$ cat src/rtl/wave_seq_ctrl.sv
// Segment sequencer feeding the wave generator's ena / lower / upper inputs.
// Walks a software-loaded table of {mode, lower, upper, duration} segments, once or looping.
module wave_seq_ctrl #(
   parameter int SEG_AW = 3,
   parameter int DUR_W  = 24
) (
   input  logic              clk,
   input  logic              rst_n,
   input  logic              cfg_we,
   input  logic [SEG_AW-1:0] cfg_addr,
   input  logic [2:0]        cfg_mode,
   input  logic [15:0]       cfg_lower,
   input  logic [15:0]       cfg_upper,
   input  logic [DUR_W-1:0]  cfg_dur,
   input  logic [SEG_AW:0]   num_seg,
   input  logic              loop_en,
   input  logic              start,
   input  logic              stop,
   input  logic              pause,
   output logic [2:0]        gen_ena,
   output logic [15:0]       gen_lower,
   output logic [15:0]       gen_upper,
   output logic [SEG_AW-1:0] seg_idx,
   output logic              busy,
   output logic              done,
   output logic              err
);

   localparam int DEPTH = 2**SEG_AW;
   localparam logic [SEG_AW:0] DEPTH_N = (SEG_AW+1)'(DEPTH);

   typedef enum logic [1:0] {
      IDLE  = 2'd0,
      RUN   = 2'd1,
      PAUSE = 2'd2
   } state_t;

   typedef struct packed {
      logic [2:0]       mode;
      logic [15:0]      lower;
      logic [15:0]      upper;
      logic [DUR_W-1:0] dur;
   } seg_t;

   seg_t              seg_tbl [DEPTH];
   state_t            state, state_nxt;
   logic [SEG_AW-1:0] seg_idx_q, seg_idx_nxt;
   logic [SEG_AW-1:0] last_q, last_nxt;
   logic              loop_q, loop_nxt;
   logic [DUR_W-1:0]  cnt_q, cnt_nxt;
   logic [2:0]        ena_q, ena_nxt;
   logic [15:0]       lower_q, lower_nxt;
   logic [15:0]       upper_q, upper_nxt;
   logic              done_q, done_nxt;
   logic              err_q, err_nxt;
   logic              tbl_wr;
   logic              do_step;
   logic              start_ok;
   logic [SEG_AW:0]   num_m1;
   seg_t              first_seg, next_seg;

   // A zero duration still occupies one cycle so the sequence never stalls.
   function automatic logic [DUR_W-1:0] seg_len(input logic [DUR_W-1:0] d);
      return (d == '0) ? DUR_W'(1) : d;
   endfunction

   assign start_ok  = (num_seg != '0) && (num_seg <= DEPTH_N);
   assign num_m1    = num_seg - (SEG_AW+1)'(1);
   assign first_seg = seg_tbl[0];
   assign next_seg  = seg_tbl[seg_idx_q + SEG_AW'(1)];

   always_comb begin
      state_nxt   = state;
      seg_idx_nxt = seg_idx_q;
      last_nxt    = last_q;
      loop_nxt    = loop_q;
      cnt_nxt     = cnt_q;
      ena_nxt     = ena_q;
      lower_nxt   = lower_q;
      upper_nxt   = upper_q;
      done_nxt    = 1'b0;
      err_nxt     = 1'b0;
      tbl_wr      = 1'b0;
      do_step     = 1'b0;

      if (cfg_we) begin
         if (state == IDLE) tbl_wr  = 1'b1;
         else               err_nxt = 1'b1;
      end

      case (state)
         IDLE: begin
            if (stop) begin
               state_nxt = IDLE;
            end else if (start) begin
               if (start_ok) begin
                  last_nxt    = num_m1[SEG_AW-1:0];
                  loop_nxt    = loop_en;
                  seg_idx_nxt = '0;
                  ena_nxt     = first_seg.mode;
                  lower_nxt   = first_seg.lower;
                  upper_nxt   = first_seg.upper;
                  cnt_nxt     = seg_len(first_seg.dur);
                  state_nxt   = RUN;
               end else begin
                  err_nxt = 1'b1;
               end
            end
         end
         RUN: begin
            if (stop) begin
               ena_nxt   = '0;
               state_nxt = IDLE;
            end else if (pause) begin
               state_nxt = PAUSE;
            end else begin
               do_step = 1'b1;
            end
         end
         PAUSE: begin
            // Leaving PAUSE performs a normal sequencing step on the same edge.
            if (stop) begin
               ena_nxt   = '0;
               state_nxt = IDLE;
            end else if (!pause) begin
               state_nxt = RUN;
               do_step   = 1'b1;
            end
         end
         default: begin
            state_nxt = IDLE;
         end
      endcase

      if (do_step) begin
         if (cnt_q > DUR_W'(1)) begin
            cnt_nxt = cnt_q - DUR_W'(1);
         end else if (seg_idx_q != last_q) begin
            seg_idx_nxt = seg_idx_q + SEG_AW'(1);
            ena_nxt     = next_seg.mode;
            lower_nxt   = next_seg.lower;
            upper_nxt   = next_seg.upper;
            cnt_nxt     = seg_len(next_seg.dur);
         end else if (loop_q) begin
            seg_idx_nxt = '0;
            ena_nxt     = first_seg.mode;
            lower_nxt   = first_seg.lower;
            upper_nxt   = first_seg.upper;
            cnt_nxt     = seg_len(first_seg.dur);
         end else begin
            ena_nxt   = '0;
            done_nxt  = 1'b1;
            state_nxt = IDLE;
         end
      end
   end

   always_ff @(posedge clk or negedge rst_n) begin
      if (!rst_n) begin
         state     <= IDLE;
         seg_idx_q <= '0;
         last_q    <= '0;
         loop_q    <= 1'b0;
         cnt_q     <= '0;
         ena_q     <= '0;
         lower_q   <= '0;
         upper_q   <= '0;
         done_q    <= 1'b0;
         err_q     <= 1'b0;
      end else begin
         state     <= state_nxt;
         seg_idx_q <= seg_idx_nxt;
         last_q    <= last_nxt;
         loop_q    <= loop_nxt;
         cnt_q     <= cnt_nxt;
         ena_q     <= ena_nxt;
         lower_q   <= lower_nxt;
         upper_q   <= upper_nxt;
         done_q    <= done_nxt;
         err_q     <= err_nxt;
      end
   end

   always_ff @(posedge clk or negedge rst_n) begin
      if (!rst_n) begin
         for (int i = 0; i < DEPTH; i++) seg_tbl[i] <= '0;
      end else if (tbl_wr) begin
         seg_tbl[cfg_addr] <= {cfg_mode, cfg_lower, cfg_upper, cfg_dur};
      end
   end

   assign gen_ena   = ena_q;
   assign gen_lower = lower_q;
   assign gen_upper = upper_q;
   assign seg_idx   = seg_idx_q;
   assign busy      = (state != IDLE);
   assign done      = done_q;
   assign err       = err_q;

endmodule

$ cat config.mk
export PLATFORM = sky130hd
export DESIGN_NAME = wave_seq_ctrl
export DESIGN_NICKNAME = d
export VERILOG_FILES = /design/src/rtl/wave_seq_ctrl.sv
export SDC_FILE = /design/constraint.sdc
export NUM_CORES = 1
export LEC_CHECK = 0
export BUFFER_PORTS_ARGS = -buffer_cell sky130_fd_sc_hd__buf_2
export CAP_MARGIN = 20
export CORE_MARGIN = 2
export CORE_UTILIZATION = 52
export CTS_CLUSTER_SIZE = 12
export DETAILED_ROUTE_END_ITERATION = 12
export PLACE_DENSITY = 0.69
export SETUP_SLACK_MARGIN = 0.02
export SLEW_MARGIN = 20
export SYNTH_ARGS = -nofsm -noshare
export SYNTH_HDL_FRONTEND = slang
export SYNTH_SLANG_ARGS = --single-unit
$ cat constraint.sdc
create_clock -name clk -period 7.8 [get_ports clk]
set_clock_uncertainty 0.15 [all_clocks]
set_input_delay 0.39 -clock clk [delete_from_list [all_inputs] [get_ports clk]]
set_output_delay 0.39 -clock clk [all_outputs]
set_load 0.03 [all_outputs]
==> metrics.md, run 1 <==
| Metric | Value |
|---|---|
| Syn_area_per_cell | `13.3 µm²` |
| DR WL met2 | `31300 µm` |
| Post-Synthesis Cell Area | `0.0259 mm²` |
| Std-Cell Core Area | `0.0491 mm²` |
| Clock power frac | `0.276` |
| Max Fclk | `215 MHz` |
| Area after DPL | `0.0271 mm²` |
| Reg clk slew, reported paths | `0.06 ns` |
| Syn nets | `2027` |
| DRT antenna net count | `0` |
| Drt first pass iters | `5` |
| Final Routed Wirelength | `65800 µm` |
| Post-route clock period utilization | `0.596` |
| Outcome | `complete, no violations` |
| Die area | `0.0517 mm²` |
| Int Pwr | `6.61 mW` |
| Total CTS buffers | `56` |
| Most frequent cells in the layout | `541 x dfrtp_1, 479 x mux2_2, 130 x nand2_1, 112 x buf_2, 95 x mux4_2` |
| Root Driver | `clkbuf_16` |
| Post-CTS setup repair buffer count | `0` |
| Power, Total | `9.52 mW` |
| Reg2reg start | `seg_idx[0]$_DFF_PN0_` |
| CTS tree | `built` |
| Initial core utilization | `0.529` |
| Avg WL per Cell | `23.7 µm` |
| Worst slew pin tran | `1.13 ns` |
| Vias in the first global route | `17.6k` |
| H-tree levels | `2` |
| Clock Tree Buf Depth | `3` |
| Number of buffer cells added on primary ports | `113` |
| Cell count after synthesis | `1946` |
| Hold path endpoint | `first_seg[22]$_DFFE_PN0P_` |
| Switching Fraction | `0.305` |
| HP Start | `cfg_dur[22]` |
| Number of synthesized flops with an enable pin | `0` |
| Final HPWL DP | `38300 µm` |
| Critical Path RT | `8.19 ns` |
| Flop2flop setup slack | `3.15 ns` |
| Reg-to-Reg End | `cnt_q[0]$_DFF_PN0_` |
| P_leak | `12.2 nW` |
| Fin. Hold Viols | `0` |
| # DRC | `0` |
| Crit path time final | `4.65 ns` |
| Setup_tns | `0 ns` |
| Primary FF master, synth | `dfrtp_1` |
| Psw | `2.90 mW` |
| Via Count | `17.2k` |
| Hold crit path type | `input port to flop` |
| Commonest non-fill, non-tap cell in the layout | `dfrtp_1` |
| Met1 wire length | `29500 µm` |
| Seq cells post-synth | `542` |
| Buffers & Inverters on Critical Path | `1` |
| RSZ-0062 raised after global routing | `false` |
| Fin util | `0.604` |
| Total GRT Usage | `0.261` |
| Initial antenna violation count | `5` |
| Hold Slack | `0.0444 ns` |
| Hold path cells | `2` |
| Power Density | `321 mW/mm²` |
| Crit-path leading delay family | `simple AND/OR/NAND/NOR gates` |
| Max Used Layer | `met5` |
| Via-to-Cell Ratio | `6.20` |
| Crit path capture type | `flop` |
| Slowest CP cell | `xnor2_4` |
| Crit-path cells | `ha_4 > xnor2_4 > buf_4 > mux2_2 > nand4_1 > o2111ai_1 > or4bb_1 > or4_1 > a21oi_1` |
| Die Width | `227 µm` |
| Register area share after synthesis | `0.523` |
| Register-to-Register Path Depth | `9` |
| Share of flip-flops with an asynchronous set or reset | `1.00` |
| CP Class | `flop to flop` |
| Starting DRT DRC Count | `1466` |
| Clock Latency Late Sink | `0.62 ns` |
| First-pass GRT wire length | `104000 µm` |
| Flop pwr share | `0.468` |
| Gp weighted congestion | `0.871` |
| GRT Residual Overflow | `0` |
| Worst-path maximum fanout | `50` |
| Std cell rows | `81` |
| Design area | `0.0296 mm²` |
| Max incr delay on CP | `0.81 ns` |
| Post-synthesis cell type count | `60` |
| Slew Limit Headroom | `0.245` |
| Met3 wire len | `3690 µm` |
| Max-Cap Viols | `0` |
| Yosys synthesis warning count | `0` |
| Setup violators final | `0` |
| Syn-to-layout area delta | `14.2%` |
| Worst Setup Start Kind | `flop` |
| Sink Count | `542` |
| Nets | `2153` |
| Layout cells sized above 1 | `0.390` |
| Peak supply drop | `220 µV` |
| I/O pin cnt | `114` |
| Final Max Slew Viols | `0` |
| Largest net degree at the start of global routing | `191` |
| Die Span Y | `227 µm` |
| Comb pwr share | `0.256` |
| Worst EP arrival | `5.03 ns` |
==> layout make-up <==
cell class	instances	area (µm²)
inverters	13	48.8
clock inverters	10	115
clock buffers	84	1670
flip-flops and latches	542	13600
multi-input cells	1252	11900
fillers	3852	19400
well taps	664	831
repair buffers	207	1510
diodes	2	5.00
==> logic make-up (layout without fill, tap and decap cells) <==
family                     Yosys count  in the layout  share of synthesized area
AOI/OAI and AO/OA                  257            257                     0.0611
buffers and inverters              152            314                     0.0237
muxes                              661            661                      0.324
adders and majority gates            8              8                    0.00386
and+or+nand+nor                    317            317                     0.0607
DFF                                542            542                      0.523
xor gates and xnor gates             9              9                    0.00333
other                                0              2                          0
==> routing by layer <==
| metal | global-route usage | up-vias |
|---|---|---|
| met2 | 0.414 | 465 |
| li1 | - | 7502 |
| met3 | 0.0471 | 106 |
| met1 | 0.374 | 9130 |
| met5 | 0 | - |
| met4 | 0.0713 | 6 |
==> timing repair <==
action / in CTS / in global routing
hold endpoints to repair: 541 / 0
resized for setup: 0 / 0
endpoints found under the setup margin: 0 / 0
hold buffers: 65 / 0
==> cell usage after synthesis, drive strengths merged, types with 8 or more instances <==
library cell,number,area share
nor4,12,0.0029
mux4,95,0.083
nand3,21,0.0041
mux2,479,0.21
o211ai,9,0.0026
nand2,130,0.019
inv,13,0.0019
o22ai,43,0.010
nand3b,11,0.0032
ha,8,0.0039
clkbuf,90,0.013
nor3b,21,0.0061
o21ai,40,0.0077
a31oi,33,0.0080
a211oi,10,0.0029
nand4,11,0.0027
buf,49,0.0088
a21oi,81,0.016
or3,9,0.0022
nor2,39,0.0057
mux2i,87,0.034
nand2b,10,0.0024
dfrtp,542,0.52
nor3,24,0.0046
==> worst max path at each step <==
stage                                    start                    to  slack [ns]  cells past startpoint
final                     seg_idx[0]$_DFF_PN0_    cnt_q[0]$_DFF_PN0_        3.15                      9
after global routing      seg_idx[0]$_DFF_PN0_    cnt_q[0]$_DFF_PN0_        3.04                      7
after CTS                 seg_idx[0]$_DFF_PN0_    cnt_q[0]$_DFF_PN0_        3.20                      9
after detailed placement  seg_idx[0]$_DFF_PN0_    cnt_q[0]$_DFF_PN0_        3.22                      9
after global placement    seg_idx[0]$_DFF_PN0_    cnt_q[0]$_DFF_PN0_        3.30                      9
after floorplan           seg_idx[1]$_DFF_PN0_  gen_ena[1]$_DFF_PN0_        4.39                     11
==> power groups by stage <==
| stage | clock (mW) | combinational [mW] | sequential, mW |
|---|---|---|---|
| 3_5_place_dp | 0 | 2.39 | 4.48 |
| 6_report | 2.63 | 2.43 | 4.46 |
| 3_3_place_gp | 0 | 2.32 | 4.42 |
| 4_1_cts | 2.67 | 2.43 | 4.44 |
| 2_1_floorplan | 0 | 1.68 | 4.43 |
| 5_1_grt | 2.79 | 2.65 | 4.57 |
==> state kept, by name (all words and copies together) (netlist names) <==
signal     flops
seg_tbl      413
first_seg     59
cnt_q         24
gen_lower     16
gen_upper     16
gen_ena        3
last_q         3
seg_idx        3
state          2
done           1
err            1
loop_q         1
==> stage by stage <==
step	worst slack, ns	instances
after global routing	3.04	2774
after global placement	3.30	2610
after detailed placement	3.22	2611
after floorplan	4.39	1946
after CTS	3.20	2770
final	3.15	2774
Power figures use the tool's default switching activity.
==> run 2, diff against run 1 <==
- PLACE_DENSITY: 0.69 -> 0.72
- clock period: 7.8 -> 4.1 ns (I/O delays scaled with it)
==> metrics.md, run 2 (synthesis gave the netlist of run 1 again) <==
| Metric | Value |
|---|---|
| Outcome | `complete, no violations` |
| Critical Path RT | `4.45 ns` |
| Filler instances | `3793` |
| Multi-input gate area | `0.0119 mm²` |
| Top reg by flops | `seg_tbl` |
| Psw | `5.67 mW` |
| Hold Slack | `0.113 ns` |
| Worst Setup Start Kind | `flop` |
| Max-Cap Viols | `0` |
| First-pass GRT wire length | `105000 µm` |
| Post-route clock period utilization | `0.936` |
| Initial core utilization | `0.529` |
| Largest net degree at the start of global routing | `140` |
| Sequential cell area | `0.0136 mm²` |
| Setup violators final | `0` |
| Gp weighted congestion | `0.910` |
| Reg-to-Reg End | `state[1]$_DFF_PN0_` |
| Layout cells sized above 1 | `0.395` |
| Hold crit path type | `input port to asynchronous set/reset pin` |
| Via-to-Cell Ratio | `6.22` |
| Drt first pass iters | `5` |
| Worst setup margin | `0.262 ns` |
| Commonest non-fill, non-tap cell in the layout | `dfrtp_1` |
| RSZ-0062 raised after global routing | `false` |
| I/O pin cnt | `114` |
| Power Density | `612 mW/mm²` |
| DRT antenna net count | `0` |
| # DRC | `0` |
| Total GRT Usage | `0.264` |
| Flop2flop setup slack | `0.26 ns` |
| Design area | `0.0300 mm²` |
| H-tree levels | `2` |
| Most frequent cells in the layout | `541 x dfrtp_1, 479 x mux2_2, 130 x nand2_1, 112 x buf_2, 95 x mux4_2` |
| Clock Tree Buf Depth | `3` |
| Std cell rows | `81` |
| Final Max Slew Viols | `0` |
| Syn-to-layout area delta | `15.6%` |
| Avg WL per Cell | `23.6 µm` |
| Comb pwr share | `0.256` |
| P_leak | `12.4 nW` |
| Int Pwr | `12.7 mW` |
| Post-CTS setup repair buffer count | `0` |
| Die Width | `227 µm` |
| Peak supply drop | `443 µV` |
| Setup_tns | `0 ns` |
| Clock Latency Late Sink | `0.61 ns` |
| Reg clk slew, reported paths | `0.06 ns` |
| Switching Fraction | `0.309` |
| Vias in the first global route | `18.3k` |
| Setup WS pre-CTS | `0.586 ns` |
| Nets | `2180` |
| Area after DPL | `0.0274 mm²` |
| Max Fclk | `261 MHz` |
| Initial antenna violation count | `4` |
| GRT Residual Overflow | `0` |
| Root Driver | `clkbuf_16` |
| Sink Count | `542` |
| Final Routed Wirelength | `66300 µm` |
| Largest register FFs | `413` |
| Worst EP arrival | `4.19 ns` |
| Final HPWL DP | `39900 µm` |
| Crit path capture type | `flop` |
| Starting DRT DRC Count | `1388` |
| Flop pwr share | `0.467` |
| Die Span Y | `227 µm` |
| CTS tree | `built` |
| Worst-path maximum fanout | `8` |
| Total CTS buffers | `57` |
| Via Count | `17.5k` |
| CP Class | `flop to flop` |
| Std-Cell Core Area | `0.0491 mm²` |
| Number of buffer cells added on primary ports | `113` |
| Register-to-Register Path Depth | `9` |
| Clock power frac | `0.277` |
| Power, Total | `18.3 mW` |
| Slew Limit Headroom | `0.224` |
| Die area | `0.0517 mm²` |
| Crit path time final | `3.84 ns` |
| Worst slew pin tran | `1.16 ns` |
| Fin. Hold Viols | `0` |
| Reg2reg start | `cnt_q[19]$_DFF_PN0_` |
[run 2: changes by cell type in the layout (fill, tap and decap cells not counted), sizes merged]
cell	delta
dlygate4sd3	+5
diode	+2
clkinv	-1
buf	+21
clkbuf	+5
inv	+3
[run 2: power groups by stage]
| stage | clock, mW | combinational (mW) | sequential (mW) |
|---|---|---|---|
| after CTS | 5.17 | 4.70 | 8.53 |
| after floorplan | 0 | 3.19 | 8.42 |
| final | 5.07 | 4.69 | 8.57 |
| after global placement | 0 | 4.45 | 8.50 |
| after detailed placement | 0 | 4.62 | 8.59 |
| after global routing | 5.37 | 5.09 | 8.77 |
[run 2: metrics by stage]
step            util  instances
2_1_floorplan      -       1946
3_3_place_gp   0.559       2634
3_5_place_dp   0.559       2634
4_1_cts        0.611       2805
5_1_grt        0.611       2808
6_report       0.611       2809
[run 2: area by class of cell]
| class | count | area share |
|---|---|---|
| sequential | 542 | 0.453 |
| multi-input combinational | 1252 | 0.396 |
| timing repair buffer | 233 | 0.0606 |
| clock buffer | 89 | 0.0563 |
| tap | 664 | 0.0277 |
| clock inverter | 12 | 0.00464 |
| inverter | 13 | 0.00163 |
| antenna | 4 | 0.000334 |
[run 2: worst max path at each step]
stage | startpoint | slack, ns | end
2_1_floorplan | seg_idx[1]$_DFF_PN0_ | 0.69 | gen_ena[1]$_DFF_PN0_
3_3_place_gp | seg_idx[0]$_DFF_PN0_ | 0.66 | cnt_q[0]$_DFF_PN0_
3_5_place_dp | seg_idx[0]$_DFF_PN0_ | 0.59 | cnt_q[0]$_DFF_PN0_
4_1_cts | cnt_q[19]$_DFF_PN0_ | 0.28 | state[1]$_DFF_PN0_
5_1_grt | cnt_q[19]$_DFF_PN0_ | 0.1 | state[1]$_DFF_PN0_
6_report | cnt_q[19]$_DFF_PN0_ | 0.26 | state[1]$_DFF_PN0_
[run 2: per-layer routing]
layer	vias to the layer above	GRT usage	routed length (µm)	share of wire
met2	551	0.429	31800	0.48
met5	-	0	10	0.00015
li1	7580	-	-	-
met1	9199	0.364	28800	0.43
met3	134	0.0462	4030	0.061
met4	2	0.0841	1710	0.026
[run 2: what timing repair did]
item                      4_1_cts  5_1_grt
hold endpoints to repair      567        0
hold buffers                   70        0
resized for setup               0        0
[run 2: worst max-delay path, stage by stage (launching register included)]
cell,delay (ns)
dfrtp_1,0.44
or4_1,0.55
or4_4,0.46
or3_1,0.52
nor2_1,0.47
buf_4,0.23
and2_1,0.17
or2_2,0.14
nor3_1,0.05
dlygate4sd3_1,0.55
==> run 3, diff against run 2 <==
- PLACE_DENSITY: 0.72 -> 0.69
- SLEW_MARGIN: 20 -> default
- clock period: 4.1 -> 3.9 ns (I/O delays scaled with it)
==> metrics.md, run 3 (synthesis gave the netlist of run 1 again) <==
| Metric | Value |
|---|---|
| Outcome | `complete, no violations` |
| Register-to-Register Path Depth | `9` |
| Crit-path cells | `ha_4 > xnor2_4 > buf_4 > mux2i_1 > nand4_1 > o2111ai_1 > or4bb_1 > or4_1 > a21oi_1` |
| Sink Count | `542` |
| Crit path capture type | `flop` |
| Post-route clock period utilization | `0.916` |
| Nets | `2182` |
| Starting DRT DRC Count | `1416` |
| I/O pin cnt | `114` |
| Most frequent cells in the layout | `541 x dfrtp_1, 479 x mux2_2, 130 x nand2_1, 112 x buf_2, 95 x mux4_2` |
| Final Max Slew Viols | `0` |
| Flop2flop setup slack | `0.33 ns` |
| Reg-to-Reg End | `cnt_q[0]$_DFF_PN0_` |
| DRT antenna net count | `0` |
| Setup_tns | `0 ns` |
| Via Count | `17.4k` |
| Fin util | `0.613` |
| Gp weighted congestion | `0.907` |
| Std cell rows | `81` |
| Post-CTS setup repair buffer count | `0` |
| Power Density | `646 mW/mm²` |
| Worst slew pin tran | `0.921 ns` |
| Root Driver | `clkbuf_16` |
| Total GRT Usage | `0.263` |
| Critical Path RT | `4.28 ns` |
| Worst-path maximum fanout | `27` |
| Area after DPL | `0.0274 mm²` |
| Final HPWL DP | `39400 µm` |
| Initial core utilization | `0.529` |
| Flop pwr share | `0.463` |
| Initial antenna violation count | `4` |
| Number of buffer cells added on primary ports | `113` |
| Std-Cell Core Area | `0.0491 mm²` |
| Reg2reg start | `seg_idx[0]$_DFF_PN0_` |
| RSZ-0062 raised after global routing | `false` |
| Fin. Hold Viols | `0` |
| Die area | `0.0517 mm²` |
| Avg WL per Cell | `23.6 µm` |
| GRT Residual Overflow | `0` |
| Max-Cap Viols | `0` |
| Worst Setup Start Kind | `flop` |
| Peak supply drop | `437 µV` |
| Largest net degree at the start of global routing | `140` |
| Worst EP arrival | `3.95 ns` |
| Via-to-Cell Ratio | `6.21` |
| Slowest CP cell | `xnor2_4` |
| Final Routed Wirelength | `66300 µm` |
| Max incr delay on CP | `0.54 ns` |
| Setup violators final | `0` |
| Die Width | `227 µm` |
| # DRC | `0` |
| Clock Tree Buf Depth | `3` |
| Syn-to-layout area delta | `15.9%` |
| Vias in the first global route | `18.1k` |
| CP Class | `flop to flop` |
| P_leak | `12.4 nW` |
| Filler instances | `3782` |
| Max Fclk | `280 MHz` |
| Reg clk slew, reported paths | `0.06 ns` |
| First-pass GRT wire length | `104000 µm` |
| Hold crit path type | `input port to asynchronous set/reset pin` |
| Clock power frac | `0.283` |
| H-tree levels | `2` |
| Commonest non-fill, non-tap cell in the layout | `dfrtp_1` |
| Int Pwr | `13.5 mW` |
| Psw | `5.91 mW` |
| CTS tree | `built` |
| Slew Limit Headroom | `0.386` |
| Switching Fraction | `0.304` |
| Design area | `0.0300 mm²` |
| Drt first pass iters | `5` |
| Top reg by flops | `seg_tbl` |
| Crit path time final | `3.57 ns` |
| Comb pwr share | `0.254` |
| Layout cells sized above 1 | `0.397` |
| Die Span Y | `227 µm` |
| Clock Latency Late Sink | `0.61 ns` |
| Total CTS buffers | `57` |
| Largest register FFs | `413` |
[run 3: area by class of cell]
cell class | instances | area (µm²) | share of cell area
sequential | 542 | 13600 | 0.451
multi-input combinational | 1252 | 11900 | 0.395
timing repair buffer | 235 | 1840 | 0.0614
clock buffer | 86 | 1730 | 0.0574
tap | 664 | 831 | 0.0276
clock inverter | 11 | 166 | 0.00554
inverter | 13 | 48.8 | 0.00162
antenna | 1 | 2.50 | 0.0000833
[run 3: layer usage]
metal	track usage	wire length (µm)
met4	0.0883	1870
met3	0.0439	3840
met1	0.375	29300
met2	0.414	31300
met5	0	35
[run 3: per-stage QoR]
step	power [mW]	worst slack (ns)	hold slack [ns]	instances
finish	19.4	0.329	0.0574	2804
global placement	13.6	0.373	0.112	2633
global route	20.4	0.199	0.118	2804
CTS	19.5	0.366	0.0909	2801
floorplan	12.2	0.494	-0.251	1946
detailed placement	13.9	0.385	0.113	2633
[run 3: worst max path at each step]
stage	end	slack (ns)	start
2_1_floorplan	gen_ena[1]$_DFF_PN0_	0.49	seg_idx[1]$_DFF_PN0_
3_3_place_gp	cnt_q[0]$_DFF_PN0_	0.37	seg_idx[0]$_DFF_PN0_
3_5_place_dp	cnt_q[0]$_DFF_PN0_	0.39	seg_idx[0]$_DFF_PN0_
4_1_cts	cnt_q[0]$_DFF_PN0_	0.37	seg_idx[0]$_DFF_PN0_
5_1_grt	cnt_q[0]$_DFF_PN0_	0.20	seg_idx[0]$_DFF_PN0_
6_report	cnt_q[0]$_DFF_PN0_	0.33	seg_idx[0]$_DFF_PN0_
[run 3: critical path: cells and delay by family (launching register included)]
| family | cells | cell delay (ns) |
|---|---|---|
| DFF | 1 | 0.50 |
| and+or+nand+nor | 3 | 1.17 |
| muxes | 1 | 0.13 |
| adders and majority gates | 1 | 0.21 |
| xor gates and xnor gates | 1 | 0.54 |
| buffers and inverters | 1 | 0.46 |
| AOI/OAI and AO/OA | 2 | 0.31 |
[run 3: power by group through the flow]
stage	sequential (mW)	clock, mW	combinational (mW)
6_report	8.99	5.50	4.94
3_3_place_gp	8.91	0	4.68
3_5_place_dp	9.02	0	4.85
2_1_floorplan	8.86	0	3.36
5_1_grt	9.20	5.81	5.37
4_1_cts	8.95	5.58	4.94
[run 3: repair_timing]
action,CTS,global route
endpoints found under the hold margin,563,0
gates resized for setup,0,0
hold buffers,71,0
